$ cat src/rtl/sl_channel_arbiter.sv
// Half-duplex direction controller for the SL channel.
// Guarded turnarounds between local TX and incoming RX, gap-detected end of RX.
module sl_channel_arbiter #(
    parameter int GUARD_CYCLES = 4,
    parameter int GAP_CYCLES   = 16,
    parameter int TX_TIMEOUT   = 1024
) (
    input  logic clk,
    input  logic rst,
    input  logic sl_0_rec,
    input  logic sl_1_rec,
    input  logic tx_req,
    input  logic tx_done,
    output logic trans_active,
    output logic rec_active,
    output logic tx_grant,
    output logic rx_busy,
    output logic line_err,
    output logic tx_timeout
);

    typedef enum logic [2:0] {
        IDLE,
        RX,
        TURN_TX,
        TX,
        TURN_RX
    } state_t;

    localparam logic [15:0] GUARD_LAST = 16'(GUARD_CYCLES - 1);
    localparam logic [15:0] GAP_LAST   = 16'(GAP_CYCLES - 1);
    localparam logic [15:0] TX_LAST    = 16'(TX_TIMEOUT - 1);

    state_t      state;
    state_t      state_next;
    logic [15:0] cnt;
    logic [15:0] cnt_next;
    logic        meta_0;
    logic        meta_1;
    logic        line_0;
    logic        line_1;
    logic        activity;
    logic        both_low;
    logic        line_err_next;
    logic        tx_timeout_next;

    assign activity = ~line_0 | ~line_1;
    assign both_low = ~line_0 & ~line_1;

    always_ff @(posedge clk) begin
        if (rst) begin
            state      <= IDLE;
            cnt        <= '0;
            meta_0     <= 1'b1;
            meta_1     <= 1'b1;
            line_0     <= 1'b1;
            line_1     <= 1'b1;
            line_err   <= 1'b0;
            tx_timeout <= 1'b0;
        end else begin
            state      <= state_next;
            cnt        <= cnt_next;
            meta_0     <= sl_0_rec;
            meta_1     <= sl_1_rec;
            line_0     <= meta_0;
            line_1     <= meta_1;
            line_err   <= line_err_next;
            tx_timeout <= tx_timeout_next;
        end
    end

    always_comb begin
        state_next      = state;
        line_err_next   = 1'b0;
        tx_timeout_next = 1'b0;
        unique case (state)
            IDLE: begin
                if (activity)
                    state_next = RX;
                else if (tx_req)
                    state_next = TURN_TX;
            end
            RX: begin
                line_err_next = both_low;
                if (!activity && cnt == GAP_LAST)
                    state_next = IDLE;
            end
            TURN_TX: begin
                // Incoming traffic beats a request that has not yet been granted.
                if (activity)
                    state_next = RX;
                else if (!tx_req)
                    state_next = IDLE;
                else if (cnt == GUARD_LAST)
                    state_next = TX;
            end
            TX: begin
                if (tx_done) begin
                    state_next = TURN_RX;
                end else if (cnt == TX_LAST) begin
                    state_next      = TURN_RX;
                    tx_timeout_next = 1'b1;
                end
            end
            TURN_RX: begin
                if (cnt == GUARD_LAST)
                    state_next = IDLE;
            end
            default: state_next = IDLE;
        endcase
    end

    // In RX the counter measures the current idle run, so activity restarts it.
    always_comb begin
        if (state_next != state || state == IDLE)
            cnt_next = '0;
        else if (state == RX && activity)
            cnt_next = '0;
        else
            cnt_next = cnt + 16'd1;
    end

    always_comb begin
        trans_active = (state == TX);
        tx_grant     = (state == TX);
        rec_active   = (state == IDLE) || (state == RX);
        rx_busy      = (state == RX);
    end

endmodule
$ cat config.mk
export PLATFORM = sky130hd
export DESIGN_NAME = sl_channel_arbiter
export DESIGN_NICKNAME = d
export VERILOG_FILES = /design/src/rtl/sl_channel_arbiter.sv
export SDC_FILE = /design/constraint.sdc
export NUM_CORES = 1
export LEC_CHECK = 0
export ABC_AREA = 1
export ABC_CLOCK_PERIOD_IN_PS = 2710
export BUFFER_PORTS_ARGS = -buffer_cell sky130_fd_sc_hd__buf_2
export CAP_MARGIN = 5
export CORE_UTILIZATION = 33
export DETAILED_ROUTE_END_ITERATION = 8
export GPL_TIMING_DRIVEN = 0
export PLACE_DENSITY = 0.58
export SLEW_MARGIN = 20
export SYNTH_ARGS = -nofsm -noshare
export SYNTH_HDL_FRONTEND = slang
export SYNTH_SLANG_ARGS = --single-unit
$ cat constraint.sdc
create_clock -name clk -period 2.71 [get_ports clk]
set_clock_uncertainty 0.2 [all_clocks]
set_input_delay 0.271 -clock clk [delete_from_list [all_inputs] [get_ports clk]]
set_output_delay 0.271 -clock clk [all_outputs]
set_load 0.1 [all_outputs]
Yosys cells after proc, flatten, opt, wreduce, memory -nomap -nowiden:

Index checks and enable logic that the tools add are counted.

* register bits after elaboration: 25
* output and inout bits: 6
* word-level logic and storage cells: 43

* add/subtract/negate cells: 1
* equality and inequality tests: 8
* mux-type cells: 11
* bitwise logic cells: 6
* reduce and logical (&&, ||, !) cells: 9

Operators with widths (count)
* $mux W3: 9
* $add A16 B1 Y16 const B: 1
* $eq A16 B10 Y1 const B: 1
* $eq A16 B2 Y1 const B: 1
* $eq A16 B4 Y1 const B: 1
* $pmux W3 S5: 1
* $eq A3 B2 Y1 const B: 2
* $reduce_or A3 Y1: 2
* $not A1 Y1: 4
* $eq A3 B1 Y1 const B: 1
* $eq A3 B3 Y1 const B: 1
* $logic_not A3 Y1: 1
* $ne A3 B3 Y1: 1
* $logic_and A1 B1 Y1: 2
* $logic_or A1 B1 Y1: 2
* $reduce_or A2 Y1: 1
* $and A1 B1 Y1: 1
* $logic_not A1 Y1: 1
* $mux W1: 1
* $or A1 B1 Y1: 1

Depth between registers and ports, before layout:

Gate-level depths: netlist (run 1).

* depth in word-level cells: 9
* depth in mapped cells: 11
* gate-level depth less buffers: 10

Worst setup path before layout (run 1):

No wires, ideal clock.

* path kind: reg-to-reg
* start: reg state[1]
* end: reg cnt[11]
* arrival: 2.602 ns
* data required time: 2.437 ns
* path slack: -0.165 ns
* cell stages (with the launch flop): 9
* path buffers: 1
* cells stage by stage: dfxtp_1 nor2_1 nand2_1 nor2_1 a21oi_1 nand3_1 nand3_4 buf_6 nor3_2

* word-level cells in the longest chain between the ends: 7
* elaborated cells on any way between the ends: 19
* classes of those cells: eq/ne (5); mux (10); reduce/logical (4)

RTL lines
* start, declared: RTL line 34 `state_t state;`
* start signal, assigned: RTL line 61 `state <= state_next;`
* $mux W3: RTL line 94 `else if (cnt == GUARD_LAST)`
* $mux W3: RTL line 92 `else if (!tx_req)`
* $mux W3: RTL line 90 `if (activity)`
* $pmux W3 S5: RTL line 76 `unique case (state)`
* $ne A3 B3 Y1: RTL line 115 `if (state_next != state || state == IDLE)`
* $logic_or A1 B1 Y1: RTL line 115
* $reduce_or A3 Y1 (no source line) (*)
* end signal, assigned: RTL line 62 `cnt <= cnt_next;`
* end, declared: RTL line 36 `logic [15:0] cnt;`

Mark *: on every way between the ends. The rest lies on a longest branch, timed or not.
A chain may end at the register's enable or synchronous reset.

Final worst setup path (run 1):

* start: reg state[1]
* end: out tx_grant

* word-level cells in the longest chain between the ends: 1

RTL lines
* $eq A3 B2 Y1: RTL line 125 `tx_grant = (state == TX);`
* end, declared: RTL line 16 `output logic tx_grant,`

Every way passes these cells.

==> impl_metrics.env, run 1 <==
export IMPL_outcome="complete, no violations"
export IMPL_start_kind="flip-flop"
export IMPL_async_reset_ff_frac=0
export IMPL_fin_cells=231
export IMPL_ys_seq_area_frac=0.368
export IMPL_core_area_sq_mm=0.00380
export IMPL_fin_crit_ps=2120
export IMPL_clk_path_buf_depth=2
export IMPL_first_pass_iters=4
export IMPL_tightest_slew_ps=487
export IMPL_cts_buffers=3
export IMPL_clockPowerShare=0.276
export IMPL_ctsResizeCount=0
export IMPL_root_buffer="clkbuf_8"
export IMPL_hold_path_class="input port to flip-flop"
export IMPL_io_pins=12
export IMPL_p_sw_frac=0.326
export IMPL_synth_nets=174
export IMPL_grt_pass1_wl_um=4190
export IMPL_synth_fa_ha_area_frac=0.00919
export IMPL_syn_inst=167
export IMPL_synth_area_sq_mm=0.00136
export IMPL_dieHeight_um=66.2
export IMPL_muxShareOfSynthArea=0
export IMPL_synth_compound_area_frac=0.0533
export IMPL_path_clk_slew_ps=80
export IMPL_fmax_ghz=0.471
export IMPL_finalHoldViolCount=0
export IMPL_area_growth_pct=13.5
export IMPL_grtUsageTotal=0.124
export IMPL_synthSimpleGateAreaFrac=0.423
export IMPL_drc=0
export IMPL_timing_worst_setup_path_type="flip-flop to output port"
export IMPL_arrival_ps=1650
export IMPL_ys_warn_count=0
export IMPL_finalSetupTns_ps=0
export IMPL_vdd_drop_max_mv=0.375
export IMPL_power_internal_uw=532
export IMPL_finalWirelength_um=2370
export IMPL_grt_pass1_vias=984
export IMPL_wl_per_cell_um=10.3
export IMPL_nNetsFinal=191
export IMPL_slew_viol_final=0
export IMPL_max_cap_violations=0
export IMPL_post_drt_via_cell_ratio=4.42
export IMPL_vias=1022
export IMPL_diodes=0
export IMPL_postCtsSetupBuffers=0
export IMPL_grt_overflow_total=0
export IMPL_path_max_fanout=7
export IMPL_fin_crit_sh=0.784
export IMPL_worstSetupEndpointType="output port"
export IMPL_yosys_area_share_xor_xnor=0.0643
export IMPL_htree_levels=1
export IMPL_dieArea_sq_mm=0.00439
export IMPL_drtIter0Drc=28
export IMPL_synth_top_family_by_area="simple AND/OR/NAND/NOR gates"
export IMPL_slew_limit_headroom=0.678
export IMPL_antenna_found_initial=0
export IMPL_die_w_um=66.2
export IMPL_port_buffer_count=10
export IMPL_drive_gt1_frac=0.290
export IMPL_ys_seq_elements=25
export IMPL_dpl_hpwl_um=1730
export IMPL_insertion_delay_ps=270
export IMPL_rsz0062_at_grt="no"
export IMPL_clkSinkCount=25
export IMPL_initial_utilization=0.358
export IMPL_required_ps=2240
export IMPL_ant_nets=0
export IMPL_yosys_cell_types_count=29
export IMPL_rows=22
export IMPL_finalSetupViolCount=0
export IMPL_leakagePower_nw=0.590
export IMPL_dp_cells=225
export IMPL_pwr_share_seq=0.492
export IMPL_synth_edf_count=0
export IMPL_holdWs_ps=30.1
export IMPL_p_per_area_mw_per_mm2=511
export IMPL_gp_congestion=0.774
export IMPL_grt_max_degree=14
export IMPL_switching_power_uw=258
export IMPL_cts_tree="built"
export IMPL_pwr_share_comb=0.232
export IMPL_yosys_most_used_dff="dfxtp_1"
export IMPL_syn_area_per_cell_sq_um=8.15
-- state kept, by name, indices dropped and copies added (netlist names) --
name and count:
meta_1 1, cnt 16, meta_0 1, state 3, tx_timeout 1, line_1 1
line_err 1, line_0 1
-- cell usage in the layout, fill, tap and decap left out, types with 5 or more instances in the layout --
cell,instances
nor3_2,12
xnor2_1,5
nor2_1,15
nand3_1,5
nand2_1,27
xor2_1,5
inv_1,19
buf_2,10
nor3_1,8
a21oi_1,6
dfxtp_1,25
-- cell usage after synthesis (5+ instances only) --
library cell	count	share of area
nor3_1	8	0.029
nand2_1	27	0.074
nor3_2	13	0.096
a21oi_1	6	0.022
nand3_1	5	0.018
xnor2_1	5	0.032
inv_1	19	0.052
dfxtp_1	25	0.37
xor2_1	5	0.032
nor2_1	16	0.044
-- timing repair --
action / CTS / global route
hold buffers: 2 / 0
setup endpoints to repair: 0 / 0
endpoints found under the hold margin: 2 / 0
-- final timing paths --
| kind | slack [ps] | startpoint | depth (start not counted) | end |
|---|---|---|---|---|
| setup / recovery | 590 | state[1] | 4 | tx_grant |
| hold / removal | 30 | tx_done | 2 | tx_timeout |
| setup reg to reg | 650 | cnt[0] | 9 | cnt[6] |
| hold reg to reg | 210 | meta_0 | 1 | line_0 |
-- cell families (layout without fill, tap and decap cells) --
logic type | Yosys count | count (layout)
XOR/XNOR | 10 | 10
flip-flops | 25 | 25
AO/OA/AOI/OAI | 12 | 12
AND/OR/NAND/NOR | 94 | 94
buffers and inverters | 25 | 41
adder cells (fa/ha/maj) | 1 | 1
-- stage by stage --
stage	util	worst slack, ps	instance area (sq um)	power, mW
after floorplan	-	336	1370	0.548
after global routing	0.407	460	1550	0.833
after CTS	0.407	583	1550	0.806
after detailed placement	0.390	628	1480	0.580
after global placement	0.390	632	1480	0.581
final	0.407	586	1550	0.789
-- worst max-delay path: stages, from the launching register on --
cell and delay [ps]:
dfxtp_1 530, nand3_2 180, inv_1 150, buf_4 120, buf_2 410
-- power groups by stage --
stage          clock network [mW]  logic [mW]  registers, mW
6_report                    0.218       0.183          0.388
5_1_grt                     0.244       0.199          0.390
4_1_cts                     0.232       0.186          0.388
3_5_place_dp                    0       0.184          0.396
3_3_place_gp                    0       0.185          0.396
2_1_floorplan                   0       0.154          0.394
-- area by class of cell --
| class | count | area (sq um) |
|---|---|---|
| Timing Repair Buffer | 12 | 70.1 |
| Buffer | 4 | 33.8 |
| Tap cell | 48 | 60.1 |
| Clock buffer | 4 | 45.0 |
| Multi-Input combinational cell | 117 | 757 |
| Inverter | 21 | 78.8 |
| Fill cell | 399 | 2250 |
| Sequential cell | 25 | 500 |
-- per-layer routing --
layer  wire (um)  GRT usage  part of all wire
met1        1240      0.154              0.52
met2        1060      0.213              0.45
met3          68     0.0362             0.029
met4           0     0.0239                 0
met5           0          0                 0
Note: power is estimated with default switching activity, not from simulation.
==> run 2, diff against run 1 <==
--- a/config.mk
+++ b/config.mk
@@ -6,13 +6,13 @@
 export NUM_CORES = 1
 export LEC_CHECK = 0
 export ABC_AREA = 1
-export ABC_CLOCK_PERIOD_IN_PS = 2710
+export ABC_CLOCK_PERIOD_IN_PS = 1800
 export BUFFER_PORTS_ARGS = -buffer_cell sky130_fd_sc_hd__buf_2
 export CAP_MARGIN = 5
 export CORE_UTILIZATION = 33
 export DETAILED_ROUTE_END_ITERATION = 8
 export GPL_TIMING_DRIVEN = 0
-export PLACE_DENSITY = 0.58
+export PLACE_DENSITY = 0.6
 export SLEW_MARGIN = 20
 export SYNTH_ARGS = -nofsm -noshare
 export SYNTH_HDL_FRONTEND = slang
==> constraint.sdc (replaced) <==
create_clock -name clk -period 1.8 [get_ports clk]
set_clock_uncertainty 0.2 [all_clocks]
set_input_delay 0.18 -clock clk [delete_from_list [all_inputs] [get_ports clk]]
set_output_delay 0.18 -clock clk [all_outputs]
set_load 0.1 [all_outputs]
==> impl_metrics.env, run 2 (synthesis results as in run 1) <==
export IMPL_setup_slack_ps=-9.34
export IMPL_required_ps=1800
export IMPL_io_pins=12
export IMPL_max_cap_violations=0
export IMPL_dieArea_sq_mm=0.00439
export IMPL_fin_crit_sh=1.01
export IMPL_insertion_delay_ps=270
export IMPL_grt_pass1_wl_um=4480
export IMPL_pwr_share_comb=0.282
export IMPL_max_stage_delay_ps=370
export IMPL_path_clk_slew_ps=90
export IMPL_drive_gt1_frac=0.409
export IMPL_p_sw_frac=0.335
export IMPL_final_common_cell="nand2_1"
export IMPL_hold_path_class="input port to flip-flop"
export IMPL_port_buffer_count=10
export IMPL_worstSetupEndpointType="flip-flop"
export IMPL_clk_path_buf_depth=2
export IMPL_leakagePower_nw=0.653
export IMPL_cts_buffers=3
export IMPL_outcome="finished with violations"
export IMPL_power_internal_uw=866
export IMPL_vias=1112
export IMPL_p_per_area_mw_per_mm2=739
export IMPL_diodes=0
export IMPL_top_regs="cnt: 16 flops, state: 3 flops"
export IMPL_slew_limit_headroom=0.676
export IMPL_antenna_found_initial=0
export IMPL_cpMostUsedCell="nand2_4"
export IMPL_cp_cell_sequence="ha_4 -> nand3_4 -> nor2_4 -> nand2_4 -> a21oi_4 -> nand3_2 -> nand2_2 -> nand2_4 -> buf_4 -> nor3_1"
export IMPL_vdd_drop_max_mv=0.494
export IMPL_critPathTopFamily="simple AND/OR/NAND/NOR gates"
export IMPL_dieHeight_um=66.2
export IMPL_clockPowerShare=0.264
export IMPL_arrival_ps=1810
export IMPL_cp_buffers_inverters=1
export IMPL_root_buffer="clkbuf_8"
export IMPL_drtIter0Drc=35
export IMPL_timing_worst_setup_path_type="flip-flop to flip-flop"
export IMPL_finish_instance_area_sq_mm=0.00176
export IMPL_finalSetupTns_ps=-9.34
export IMPL_fmax_ghz=0.553
export IMPL_slew_viol_final=0
export IMPL_wl_per_cell_um=11.1
export IMPL_reg2reg_from="cnt[0]"
export IMPL_fin_crit_ps=1810
export IMPL_area_growth_pct=29.4
export IMPL_grt_pass1_vias=1058
export IMPL_finalSetupViolCount=1
export IMPL_start_kind="flip-flop"
export IMPL_core_area_sq_mm=0.00380
export IMPL_post_route_util=0.464
export IMPL_final_cell_mix="nand2_1 (26), dfxtp_1 (18), inv_1 (17)"
export IMPL_gp_congestion=0.758
export IMPL_placed_area_sq_mm=0.00151
export IMPL_path_max_fanout=4
export IMPL_cts_tree="built"
export IMPL_finalWirelength_um=2680
export IMPL_first_pass_iters=4
export IMPL_timing_hold_worst_start="rst"
export IMPL_drc=0
export IMPL_die_w_um=66.2
export IMPL_clkSinkCount=25
export IMPL_ant_nets=0
export IMPL_grtUsageTotal=0.138
export IMPL_htree_levels=1
export IMPL_post_drt_via_cell_ratio=4.61
export IMPL_grt_overflow_total=0
export IMPL_nNetsFinal=201
export IMPL_nFillCells=373
export IMPL_tightest_slew_ps=489
export IMPL_dp_worst_setup_slack_ps=-302
export IMPL_finalPower_mw=1.30
export IMPL_finalHoldViolCount=0
export IMPL_initial_utilization=0.358
export IMPL_violations="negative setup slack"
export IMPL_critPathSlowestCell="dfxtp_4"
export IMPL_largest_reg_flops=16
export IMPL_pwr_share_seq=0.454
export IMPL_dpl_hpwl_um=1760
export IMPL_switching_power_uw=436
export IMPL_regMostFlops="cnt"
export IMPL_crit_start="cnt[0]"
export IMPL_rows=22
export IMPL_rsz0062_at_grt="yes"
export IMPL_grt_max_degree=15
## run 2: cell types whose count changed in the layout (fill, tap and decap cells not counted), moves of 2 or more
cell     before  now
buf_2        10    7
buf_4         1    7
nand3_2       4    2
dfxtp_2       0    3
dfxtp_1      25   18
nand3_4       1    3
dfxtp_4       0    4
nor3_2       12   15
inv_1        19   17
nor3_1        8    5
buf_12        0    3
## run 2: power by group through the flow
stage / logic, mW / clock network (mW) / registers [mW]
2_1_floorplan: 0.246 / 0 / 0.597
3_3_place_gp: 0.293 / 0 / 0.600
3_5_place_dp: 0.293 / 0 / 0.600
4_1_cts: 0.344 / 0.355 / 0.589
5_1_grt: 0.390 / 0.379 / 0.595
6_report: 0.367 / 0.343 / 0.591
## run 2: area by class of cell
cell class                 instances  area (sq um)  area share
sequential                        25           519       0.295
inverter                          21          85.1      0.0483
buffer                             4          55.1      0.0312
tap                               48          60.1      0.0341
clock buffer                       3          41.3      0.0234
multi-input combinational        117           813       0.462
clock inverter                     1          5.00     0.00284
timing repair buffer              22           183       0.104
## run 2: routing by layer
metal / global-route usage / share of wire
met3: 0.0448 / 0.035
met4: 0.0559 / 0.015
met2: 0.244 / 0.49
met1: 0.150 / 0.46
met5: 0 / 0
## run 2: what timing repair did
action,CTS,global route
hold endpoints to repair,3,0
pin swaps,5,5
hold buffers,3,0
endpoints found under the setup margin,18,19
gates resized for setup,14,12
buffers inserted,7,2
## run 2: path summary, 6_finish.rpt
check,endpoint,slack (ps),cells past startpoint
worst min register to register,line_1,210,1
worst max register to register,cnt[14],-9,10
worst min-delay path,state[1],100,2
worst max-delay path,cnt[14],-9,10
## run 2: through the flow
stage / instances / hold slack (ps)
3_3_place_gp: 225 / 163
3_5_place_dp: 225 / 167
2_1_floorplan: 167 / 58.5
4_1_cts: 239 / 102
6_report: 241 / 96.3
5_1_grt: 241 / 112
